===== src/rtl/mioc_pkg.sv =====
// Shared types and helpers for the MIOC flop-cell driver.
// Optional glitch monitor in the top is enabled by MIOC_FLOP_DRIVER_GLITCH_CHK_EN.
package mioc_pkg;

  localparam int MIOC_CNT_W = 8;

  typedef enum logic [1:0] {
    MIOC_OP_WRITE = 2'b00,
    MIOC_OP_CLEAR = 2'b01,
    MIOC_OP_SET   = 2'b10,
    MIOC_OP_READ  = 2'b11
  } mioc_op_e;

  typedef enum logic [2:0] {
    ST_IDLE,
    ST_SETUP,
    ST_STROBE,
    ST_HOLD,
    ST_ASSERT,
    ST_SETTLE,
    ST_RESP
  } mioc_state_e;

  // Counter reload for a phase lasting cyc cycles; a zero length still lasts one cycle.
  function automatic logic [MIOC_CNT_W-1:0] mioc_load(input int cyc);
    if (cyc <= 1) return '0;
    return MIOC_CNT_W'(cyc - 1);
  endfunction

  // Response check: q and qb must disagree, and q must match what the command intended.
  function automatic logic mioc_check_fail(input mioc_op_e op, input logic data,
                                           input logic sq, input logic sqb);
    logic fail;
    fail = (sq == sqb);
    case (op)
      MIOC_OP_WRITE: fail = fail | (sq != data);
      MIOC_OP_SET:   fail = fail | (sq != 1'b1);
      MIOC_OP_CLEAR: fail = fail | (sq != 1'b0);
      default:       fail = fail;
    endcase
    return fail;
  endfunction

endpackage


===== src/rtl/mioc_flop_driver_if.sv =====
// Command/response handshake between the control logic (master) and the flop driver (slave).
interface mioc_flop_driver_if;
  logic       cmd_valid;
  logic       cmd_ready;
  logic [1:0] cmd_op;
  logic       cmd_data;
  logic       rsp_valid;
  logic       rsp_ready;
  logic       rsp_q;
  logic       rsp_err;

  modport master (
    output cmd_valid, cmd_op, cmd_data, rsp_ready,
    input  cmd_ready, rsp_valid, rsp_q, rsp_err
  );

  modport slave (
    input  cmd_valid, cmd_op, cmd_data, rsp_ready,
    output cmd_ready, rsp_valid, rsp_q, rsp_err
  );
endinterface


===== src/rtl/mioc_sync2.sv =====
// Two-flop synchroniser for an asynchronous single-bit input.
module mioc_sync2 (
  input  logic clk,
  input  logic rst_n,
  input  logic d,
  output logic q
);
  logic meta_reg;
  logic sync_reg;

  always_ff @(posedge clk or negedge rst_n) begin
    if (!rst_n) begin
      meta_reg <= 1'b0;
      sync_reg <= 1'b0;
    end else begin
      meta_reg <= d;
      sync_reg <= meta_reg;
    end
  end

  assign q = sync_reg;
endmodule


===== src/rtl/mioc_flop_driver.sv =====
// Turns write/set/clear/read commands into timed pin waveforms for one MIOC flop cell
// and returns a checked readback. Glitch monitor: define MIOC_FLOP_DRIVER_GLITCH_CHK_EN.
module mioc_flop_driver
  import mioc_pkg::*;
#(
  parameter int SETUP_CYC = 2,
  parameter int PULSE_CYC = 2,
  parameter int HOLD_CYC  = 1,
  parameter int SYNC_CYC  = 3
) (
  input  logic                clk,
  input  logic                rst_n,
  mioc_flop_driver_if.slave   bus,
  output logic                drv_in1,
  output logic                drv_in2,
  output logic                drv_in3,
  output logic                drv_in4,
  input  logic                mon_q,
  input  logic                mon_qb,
  output logic                err_sticky
);

  localparam logic [MIOC_CNT_W-1:0] SETUP_LD = mioc_load(SETUP_CYC);
  localparam logic [MIOC_CNT_W-1:0] PULSE_LD = mioc_load(PULSE_CYC);
  localparam logic [MIOC_CNT_W-1:0] HOLD_LD  = mioc_load(HOLD_CYC);
  localparam logic [MIOC_CNT_W-1:0] SYNC_LD  = mioc_load(SYNC_CYC);

  logic [1:0] mon_vec;
  logic [1:0] sync_vec;
  logic       sq;
  logic       sqb;

  assign mon_vec = {mon_qb, mon_q};

  for (genvar gi = 0; gi < 2; gi++) begin : g_sync
    mioc_sync2 u_sync (
      .clk   (clk),
      .rst_n (rst_n),
      .d     (mon_vec[gi]),
      .q     (sync_vec[gi])
    );
  end

  assign sq  = sync_vec[0];
  assign sqb = sync_vec[1];

  mioc_state_e           state_reg;
  logic [MIOC_CNT_W-1:0] cnt_reg;
  mioc_op_e              op_reg;
  logic                  data_reg;
  logic                  cmd_ready_reg;
  logic                  rsp_valid_reg;
  logic                  rsp_q_reg;
  logic                  rsp_err_reg;
  logic                  in1_reg;
  logic                  in2_reg;
  logic                  in3_reg;
  logic                  in4_reg;

  always_ff @(posedge clk or negedge rst_n) begin
    if (!rst_n) begin
      state_reg     <= ST_IDLE;
      cnt_reg       <= '0;
      op_reg        <= MIOC_OP_READ;
      data_reg      <= 1'b0;
      cmd_ready_reg <= 1'b1;
      rsp_valid_reg <= 1'b0;
      rsp_q_reg     <= 1'b0;
      rsp_err_reg   <= 1'b0;
      in1_reg       <= 1'b1;
      in2_reg       <= 1'b0;
      in3_reg       <= 1'b0;
      in4_reg       <= 1'b1;
    end else begin
      case (state_reg)
        ST_IDLE: begin
          if (bus.cmd_valid) begin
            op_reg        <= mioc_op_e'(bus.cmd_op);
            data_reg      <= bus.cmd_data;
            cmd_ready_reg <= 1'b0;
            case (mioc_op_e'(bus.cmd_op))
              MIOC_OP_WRITE: begin
                state_reg <= ST_SETUP;
                cnt_reg   <= SETUP_LD;
                in3_reg   <= bus.cmd_data;
              end
              MIOC_OP_CLEAR: begin
                state_reg <= ST_ASSERT;
                cnt_reg   <= PULSE_LD;
                in1_reg   <= 1'b0;
              end
              MIOC_OP_SET: begin
                state_reg <= ST_ASSERT;
                cnt_reg   <= PULSE_LD;
                in4_reg   <= 1'b0;
              end
              default: begin
                // READ skips the pins entirely and answers from the synchroniser.
                state_reg     <= ST_RESP;
                cnt_reg       <= '0;
                rsp_valid_reg <= 1'b1;
                rsp_q_reg     <= sq;
                rsp_err_reg   <= mioc_check_fail(MIOC_OP_READ, 1'b0, sq, sqb);
              end
            endcase
          end
        end
        ST_SETUP: begin
          if (cnt_reg == '0) begin
            state_reg <= ST_STROBE;
            cnt_reg   <= PULSE_LD;
            in2_reg   <= 1'b1;
          end else begin
            cnt_reg <= cnt_reg - 1'b1;
          end
        end
        ST_STROBE: begin
          // The falling strobe at this exit is the flop's capture point.
          if (cnt_reg == '0) begin
            state_reg <= ST_HOLD;
            cnt_reg   <= HOLD_LD;
            in2_reg   <= 1'b0;
          end else begin
            cnt_reg <= cnt_reg - 1'b1;
          end
        end
        ST_HOLD: begin
          if (cnt_reg == '0) begin
            state_reg <= ST_SETTLE;
            cnt_reg   <= SYNC_LD;
          end else begin
            cnt_reg <= cnt_reg - 1'b1;
          end
        end
        ST_ASSERT: begin
          if (cnt_reg == '0) begin
            state_reg <= ST_SETTLE;
            cnt_reg   <= SYNC_LD;
            in1_reg   <= 1'b1;
            in4_reg   <= 1'b1;
          end else begin
            cnt_reg <= cnt_reg - 1'b1;
          end
        end
        ST_SETTLE: begin
          if (cnt_reg == '0) begin
            state_reg     <= ST_RESP;
            cnt_reg       <= '0;
            rsp_valid_reg <= 1'b1;
            rsp_q_reg     <= sq;
            rsp_err_reg   <= mioc_check_fail(op_reg, data_reg, sq, sqb);
          end else begin
            cnt_reg <= cnt_reg - 1'b1;
          end
        end
        ST_RESP: begin
          if (bus.rsp_ready) begin
            state_reg     <= ST_IDLE;
            cnt_reg       <= '0;
            rsp_valid_reg <= 1'b0;
            cmd_ready_reg <= 1'b1;
          end
        end
        default: begin
          state_reg <= ST_IDLE;
          cnt_reg   <= '0;
        end
      endcase
    end
  end

  assign bus.cmd_ready = cmd_ready_reg;
  assign bus.rsp_valid = rsp_valid_reg;
  assign bus.rsp_q     = rsp_q_reg;
  assign bus.rsp_err   = rsp_err_reg;
  assign drv_in1       = in1_reg;
  assign drv_in2       = in2_reg;
  assign drv_in3       = in3_reg;
  assign drv_in4       = in4_reg;

`ifdef MIOC_FLOP_DRIVER_GLITCH_CHK_EN
  logic        sq_d_reg;
  mioc_state_e state_d_reg;
  logic [1:0]  warm_reg;
  logic        sticky_reg;
  logic        watched;

  // A change within one residency of IDLE/RESP is a change versus the entry value.
  assign watched = (state_reg == ST_IDLE) || (state_reg == ST_RESP);

  always_ff @(posedge clk or negedge rst_n) begin
    if (!rst_n) begin
      sq_d_reg    <= 1'b0;
      state_d_reg <= ST_IDLE;
      warm_reg    <= '0;
      sticky_reg  <= 1'b0;
    end else begin
      sq_d_reg    <= sq;
      state_d_reg <= state_reg;
      // The synchroniser is still filling for the first cycles after reset.
      if (warm_reg != 2'd3) warm_reg <= warm_reg + 1'b1;
      if (watched && (state_reg == state_d_reg) && (warm_reg == 2'd3) && (sq != sq_d_reg))
        sticky_reg <= 1'b1;
    end
  end

  assign err_sticky = sticky_reg;
`else
  assign err_sticky = 1'b0;
`endif

endmodule


===== src/flat_wrapper.sv =====
// flat-port wrapper written by rule: the top's interface ports become plain ports
module mioc_flop_driver_flat import mioc_pkg::*;
#(
  parameter int SETUP_CYC = 2,
  parameter int PULSE_CYC = 2,
  parameter int HOLD_CYC  = 1,
  parameter int SYNC_CYC  = 3
)
  (clk, rst_n, drv_in1, drv_in2, drv_in3, drv_in4, mon_q, mon_qb, err_sticky, bus_cmd_valid, bus_cmd_op, bus_cmd_data, bus_rsp_ready, bus_cmd_ready, bus_rsp_valid, bus_rsp_q, bus_rsp_err);
  mioc_flop_driver_if bus_i ();
  input  logic clk;
  input  logic rst_n;
  output logic drv_in1;
  output logic drv_in2;
  output logic drv_in3;
  output logic drv_in4;
  input  logic mon_q;
  input  logic mon_qb;
  output logic err_sticky;
  input wire logic [$bits(bus_i.cmd_valid)-1:0] bus_cmd_valid;
  input wire logic [$bits(bus_i.cmd_op)-1:0] bus_cmd_op;
  input wire logic [$bits(bus_i.cmd_data)-1:0] bus_cmd_data;
  input wire logic [$bits(bus_i.rsp_ready)-1:0] bus_rsp_ready;
  output wire logic [$bits(bus_i.cmd_ready)-1:0] bus_cmd_ready;
  output wire logic [$bits(bus_i.rsp_valid)-1:0] bus_rsp_valid;
  output wire logic [$bits(bus_i.rsp_q)-1:0] bus_rsp_q;
  output wire logic [$bits(bus_i.rsp_err)-1:0] bus_rsp_err;
  assign bus_i.cmd_valid = bus_cmd_valid;
  assign bus_i.cmd_op = bus_cmd_op;
  assign bus_i.cmd_data = bus_cmd_data;
  assign bus_i.rsp_ready = bus_rsp_ready;
  assign bus_cmd_ready = bus_i.cmd_ready;
  assign bus_rsp_valid = bus_i.rsp_valid;
  assign bus_rsp_q = bus_i.rsp_q;
  assign bus_rsp_err = bus_i.rsp_err;
  mioc_flop_driver #(.SETUP_CYC(SETUP_CYC), .PULSE_CYC(PULSE_CYC), .HOLD_CYC(HOLD_CYC), .SYNC_CYC(SYNC_CYC)) u_core (.clk(clk), .rst_n(rst_n), .bus(bus_i), .drv_in1(drv_in1), .drv_in2(drv_in2), .drv_in3(drv_in3), .drv_in4(drv_in4), .mon_q(mon_q), .mon_qb(mon_qb), .err_sticky(err_sticky));
endmodule

===== config.mk =====
export PLATFORM = sky130hd
export DESIGN_NAME = mioc_flop_driver_flat
export DESIGN_NICKNAME = d
export VERILOG_FILES = /design/src/rtl/mioc_pkg.sv /design/src/rtl/mioc_flop_driver_if.sv /design/src/rtl/mioc_sync2.sv /design/src/rtl/mioc_flop_driver.sv /design/src/flat_wrapper.sv
export SDC_FILE = /design/constraint.sdc
export NUM_CORES = 1
export LEC_CHECK = 0
export CORE_MARGIN = 2
export CORE_UTILIZATION = 40
export CTS_CLUSTER_DIAMETER = 60
export CTS_CLUSTER_SIZE = 20
export DETAILED_ROUTE_END_ITERATION = 10
export GPL_TIMING_DRIVEN = 1
export PLACE_DENSITY = 0.71
export SLEW_MARGIN = 10
export SYNTH_ARGS = -nofsm -noshare
export SYNTH_HDL_FRONTEND = slang
export SYNTH_SLANG_ARGS = --single-unit

===== constraint.sdc =====
create_clock -name clk -period 3.1 [get_ports clk]
set_input_delay 0.465 -clock clk [delete_from_list [all_inputs] [get_ports clk]]
set_output_delay 0.465 -clock clk [all_outputs]
set_load 0.005 [all_outputs]

Word level (Yosys, flattened, before mapping)
Index checks and enable logic that the tools add are counted. W data, S select, Z words.

Latch bits: 0. Register bits after elaboration: 26. Logic and storage cells: 106. Memory bits (writable): 0. Memories kept: 0. Output and inout port bits: 9. Bits in read-only memories: 0.

Eq/ne operators: 22. Reduce and logical (&&, ||, !) cells: 23. Div/mod/pow operators: 0. Multiplexer cells: 40. Multipliers: 0. Shift-type cells: 0. Add/subtract/negate cells: 1. Magnitude comparators: 0. Bitwise logic cells: 4.

Operators by type and width (number): $mux W8 (5); $pmux W8 S5 (1); $mux W1 (18); $mux W3 (6); $pmux W3 S6 (1); $pmux W1 S2 (6); $reduce_and A4 Y1 (3); $ne A2 B1 Y1 const B (5); $ne A2 B2 Y1 const B (5); $eq A3 B3 Y1 const B (3); $reduce_and A3 Y1 (3); $logic_not A8 Y1 (1); $reduce_bool A2 Y1 (4); $sub A8 B1 Y8 const B (1); $eq A3 B2 Y1 const B (2); $pmux W1 S3 (2); $pmux W3 S2 (1); $reduce_and A6 Y1 (1); $reduce_or A2 Y1 (3); $reduce_and A5 Y1 (1); $eq A2 B1 Y1 const B (2); $eq A2 B2 Y1 const B (2); $logic_not A2 Y1 (2); $reduce_and A2 Y1 (2); 8 further kinds (10).

Depth between registers and ports, before layout
Depth in word-level cells: 5. Gate-level depth with buffers: 7.

Hierarchy
From an unflattened synthesis, not the netlist that was laid out.

Cell total of the unflattened synthesis: 146. Area total of the unflattened synthesis: 1432.6 µm².

Modules (own cells, without submodules): mioc_flop_driver (times used 1, cells an instance 142, area each 1332.5 µm², seq. area each 556.8 µm²); mioc_sync2 (times used 2, cells an instance 2, area each 50.0 µm², seq. area each 50.0 µm²).

Worst setup path before layout
Ideal clock, no wire load.

Path type: reg2reg. Start: register u_core.op_reg[0]. End: register u_core.rsp_err_reg (netlist: u_core.bus.rsp_err). Buffers on the path: 0. Stages on the path, launching flop included: 7. Setup time: 0.125 ns. Arrival time: 1.630 ns. Setup slack: 1.345 ns. Cells stage by stage: dfstp_2 > inv_1 > ha_1 > mux2_2 > a21oi_1 > a22oi_1 > mux2_4.

Cells in the longest elaborated chain, start to end: 4.

RTL lines: start: declaration (RTL line mioc_flop_driver.sv:49) `mioc_op_e op_reg;`; start signal: assignment (RTL line mioc_flop_driver.sv:78) `op_reg <= mioc_op_e'(bus.cmd_op);`; $eq A2 B1 Y1 (tied with other cells) (RTL line mioc_pkg.sv:35) `case (op)`; $pmux W1 S3 (*) (RTL line mioc_pkg.sv:35); $mux W1 (*) (RTL line mioc_flop_driver.sv:146) `if (cnt_reg == '0) begin`; $pmux W1 S2 (*) (RTL line mioc_flop_driver.sv:75) `case (state_reg)`; end signal: assignment (RTL line mioc_flop_driver.sv:103) `rsp_err_reg <= mioc_check_fail(MIOC_OP_READ, 1'b0, sq, sqb);`; end signal: assignment (RTL line mioc_flop_driver.sv:151) `rsp_err_reg <= mioc_check_fail(op_reg, data_reg, sq, sqb);`; end: declaration (RTL line mioc_flop_driver.sv:54) `logic rsp_err_reg;`.

Every way passes the cells marked *; elsewhere a longest branch is shown, timed or not. The select of a mux whose other input is x is not followed. A chain may end at the register's enable or synchronous reset.

Final worst setup path
Start: register u_core.state_reg[2]. End: register u_core.rsp_q_reg (netlist: u_core.bus.rsp_q).

Cells in the longest elaborated chain, start to end: 3.

RTL lines: start: declaration (RTL line mioc_flop_driver.sv:47) `mioc_state_e state_reg;`; start signal: assignment (RTL line mioc_flop_driver.sv:62) `state_reg <= ST_IDLE;`; start signal: assignment (RTL line mioc_flop_driver.sv:83) `state_reg <= ST_SETUP;`; start signal: assignment (RTL line mioc_flop_driver.sv:88) `state_reg <= ST_ASSERT;`; $eq A3 B3 Y1 / $logic_not A3 Y1 (equally long branches) (RTL line mioc_flop_driver.sv:75); $ne A2 B1 Y1 (no source line) (tied with other cells); $reduce_and A4 Y1 (no source line); end signal: assignment (RTL line mioc_flop_driver.sv:102) `rsp_q_reg <= sq;`; end signal: assignment (RTL line mioc_flop_driver.sv:150) `rsp_q_reg <= sq;`; end: declaration (RTL line mioc_flop_driver.sv:53) `logic rsp_q_reg;`.

Several ways; a longest one is shown, not always the timed one.

==> results.py <==
metrics = {
    "global_route": {
        "grt_antenna_before_repair": 0,
        "grt_pass1_wl_um": 5810,
        "grt_start_max_net_pins": 27,
        "grt_pass1_vias": 1269,
        "gr-total-overflow": 0,
        "grtUsageTotal": 0.172,
    },
    "route": {
        "drtAntennaViolNets": 0,
        "vias": 1199,
        "drt-pass1-iter-count": 4,
        "drtIter0Drc": 60,
        "viasPerCell": 5.76,
        "drc": 0,
        "wire_per_inst_um": 15.3,
        "wl_um": 3180,
    },
    "clock_tree": {
        "cts.sinks": 26,
        "clock_path_buffers": 2,
        "cts_tree": "yes",
        "cts_buffers": 3,
        "cts_resized": 0,
        "cts_setup_buffers": 0,
        "cts_hold_buf": 0,
        "cts_max_level": 1,
        "worstSkewPairLatency_ns": 0.27,
        "cts-root-buf": "clkbuf_8",
        "path_clk_slew_ns": 0.09,
    },
    "floorplanning": {
        "die_w_um": 65.6,
        "die_h_um": 65.6,
        "rows": 22,
        "pin_count": 18,
        "dieArea_um2": 4300,
        "coreArea_um2": 3660,
        "start_util": 0.415,
    },
    "timing": {
        "skew_ns": 0.00463,
        "finalMaxSlewViolations": 0,
        "fmax_ghz": 0.482,
        "min_period_over_period": 0.669,
        "relSlewSlack": 0.544,
        "rsz0062_at_grt": "no",
        "hold_violations": 0,
        "hold_slack_ns": 0.353,
        "finalSetupViolCount": 0,
        "tightest_slew_ns": 0.680,
        "finalCriticalPeriod_ns": 2.07,
        "setup_tns_ns": 0,
    },
    "setup_path": {
        "endpoint_kind": "flop",
        "r2r-start": "u_core.state_reg[2]",
        "required_ns": 3.26,
        "cp.arrival_ns": 2.23,
        "start_kind": "flop",
        "cp_max_fo": 16,
        "crit_start": "u_core.state_reg[2]",
        "criticalPathCategory": "reg2reg",
    },
    "placed_design": {
        "dp_hpwl_um": 2360,
        "io_buffers": 16,
        "routabilityCongestion": 0.867,
        "dpl.cell_count": 204,
    },
    "logic_synthesis": {
        "yosys_register_bits": 26,
        "syn-cell-area_um2": 1520,
        "synth-edff-count": 0,
        "seq_area_frac_synth": 0.433,
        "synthArstFlopShare": 1.00,
        "synth_nets": 159,
        "yosysWarnings": 0,
        "synth_cell_type_count": 54,
        "synth_ff_type": "dfrtp_1",
        "avgSynthCellArea_um2": 10.5,
        "syn_inst": 145,
    },
    "pwr": {
        "p_leak_uw": 0.000720,
        "max-vdd-ir-drop_mv": 0.460,
        "pwr_density_cell_nw_per_um2": 958,
    },
    "layout": {
        "largest_reg_flops": 8,
        "antennaDiodeCount": 0,
        "nNetsFinal": 175,
        "drive_above_1_share": 0.188,
        "area_delta_synth_final_pct": 16.0,
        "finalNonFillerCells": 208,
    },
    "outcome": {
        "outcome": "finished clean",
    },
    "run": {
        "maxCapViolations": 0,
    },
    "hold_path": {
        "hold_path_class": "reg2reg",
        "min-delay-start": "u_core.g_sync[1].u_sync.meta_reg",
    },
}
-- cell usage in the layout (no fill, tap or decap), drive strengths merged, types with 7 or more instances in the layout --
cell type	Yosys	routed
clkdlybuf4s50	0	16
mux2	7	7
a21oi	8	8
inv	7	7
nand2	10	10
nor2	8	8
dfrtp	21	21
o21ai	15	15
-- synthesized netlist by cell type, types with 3 or more instances --
| cell | count | area [µm²] |
|---|---|---|
| a21oi_1 | 8 | 40.0 |
| a22o_1 | 3 | 26.3 |
| a32o_1 | 3 | 30.0 |
| buf_2 | 3 | 15.0 |
| dfrtp_1 | 21 | 526 |
| dfstp_2 | 5 | 131 |
| ha_1 | 5 | 62.6 |
| inv_1 | 7 | 26.3 |
| mux2_2 | 5 | 56.3 |
| nand2_1 | 9 | 33.8 |
| nor2_1 | 8 | 30.0 |
| nor2b_1 | 5 | 31.3 |
| nor3_1 | 3 | 15.0 |
| o21ai_0 | 15 | 75.1 |
-- cell families after synthesis --
logic type,count (synthesis),synth area share
adder cells (fa/ha/maj),5,0.0412
AND/OR/NAND/NOR,44,0.188
buffers and inverters,13,0.0371
XOR/XNOR,2,0.0115
flip-flops,26,0.433
AO/OA/AOI/OAI,47,0.230
multiplexers,7,0.0569
other,1,0.00247
-- per-stage QoR --
| stage | worst slack [ns] | instance area [µm²] | power [µW] | util |
|---|---|---|---|---|
| 2_1_floorplan | 1.34 | 1520 | 1240 | - |
| 3_3_place_gp | 0.998 | 1720 | 1450 | 0.469 |
| 3_5_place_dp | 0.920 | 1720 | 1490 | 0.469 |
| 4_1_cts | 1.04 | 1760 | 1690 | 0.481 |
| 5_1_grt | 0.872 | 1760 | 1830 | 0.481 |
| 6_report | 1.03 | 1760 | 1690 | 0.481 |
-- power breakdown --
| group | internal, µW | switching (µW) |
|---|---|---|
| clock | 92.0 | 105 |
| combinational | 437 | 409 |
| sequential | 478 | 166 |
| total | 1010 | 680 |
-- worst paths after layout --
kind,slack (ns),to,depth (start not counted)
worst max-delay path,1.03,u_core.bus.rsp_q,4
worst min-delay path,0.35,u_core.g_sync[1].u_sync.q,0
worst max register to register,1.03,u_core.bus.rsp_q,4
worst min register to register,0.35,u_core.g_sync[1].u_sync.q,0
max in group asynchronous,2.26,u_core.op_reg[0],2
min in group asynchronous,0.55,u_core.cnt_reg[2],2
-- cell type report --
cell class	instances	area, µm²
clock buffers	4	45.0
fillers	341	1900
inverters	7	26.3
multi-input cells	106	805
flip-flops and latches	26	657
well taps	48	60.1
repair buffers	17	168
-- metal layers --
metal | up-vias | share of wire | global-route usage
met2 | 44 | 0.51 | 0.302
li1 | 567 | - | -
met4 | 0 | 0.014 | 0.0547
met5 | - | 0 | 0
met3 | 5 | 0.054 | 0.0205
met1 | 583 | 0.42 | 0.221
-- critical path: stages, from the launching register on --
cell	delay (ns)
dfrtp_1	0.57
nor3_2	0.53
nand2_1	0.30
o32ai_4	0.21
mux2_4	0.33
Power figures use the tool's default switching activity.
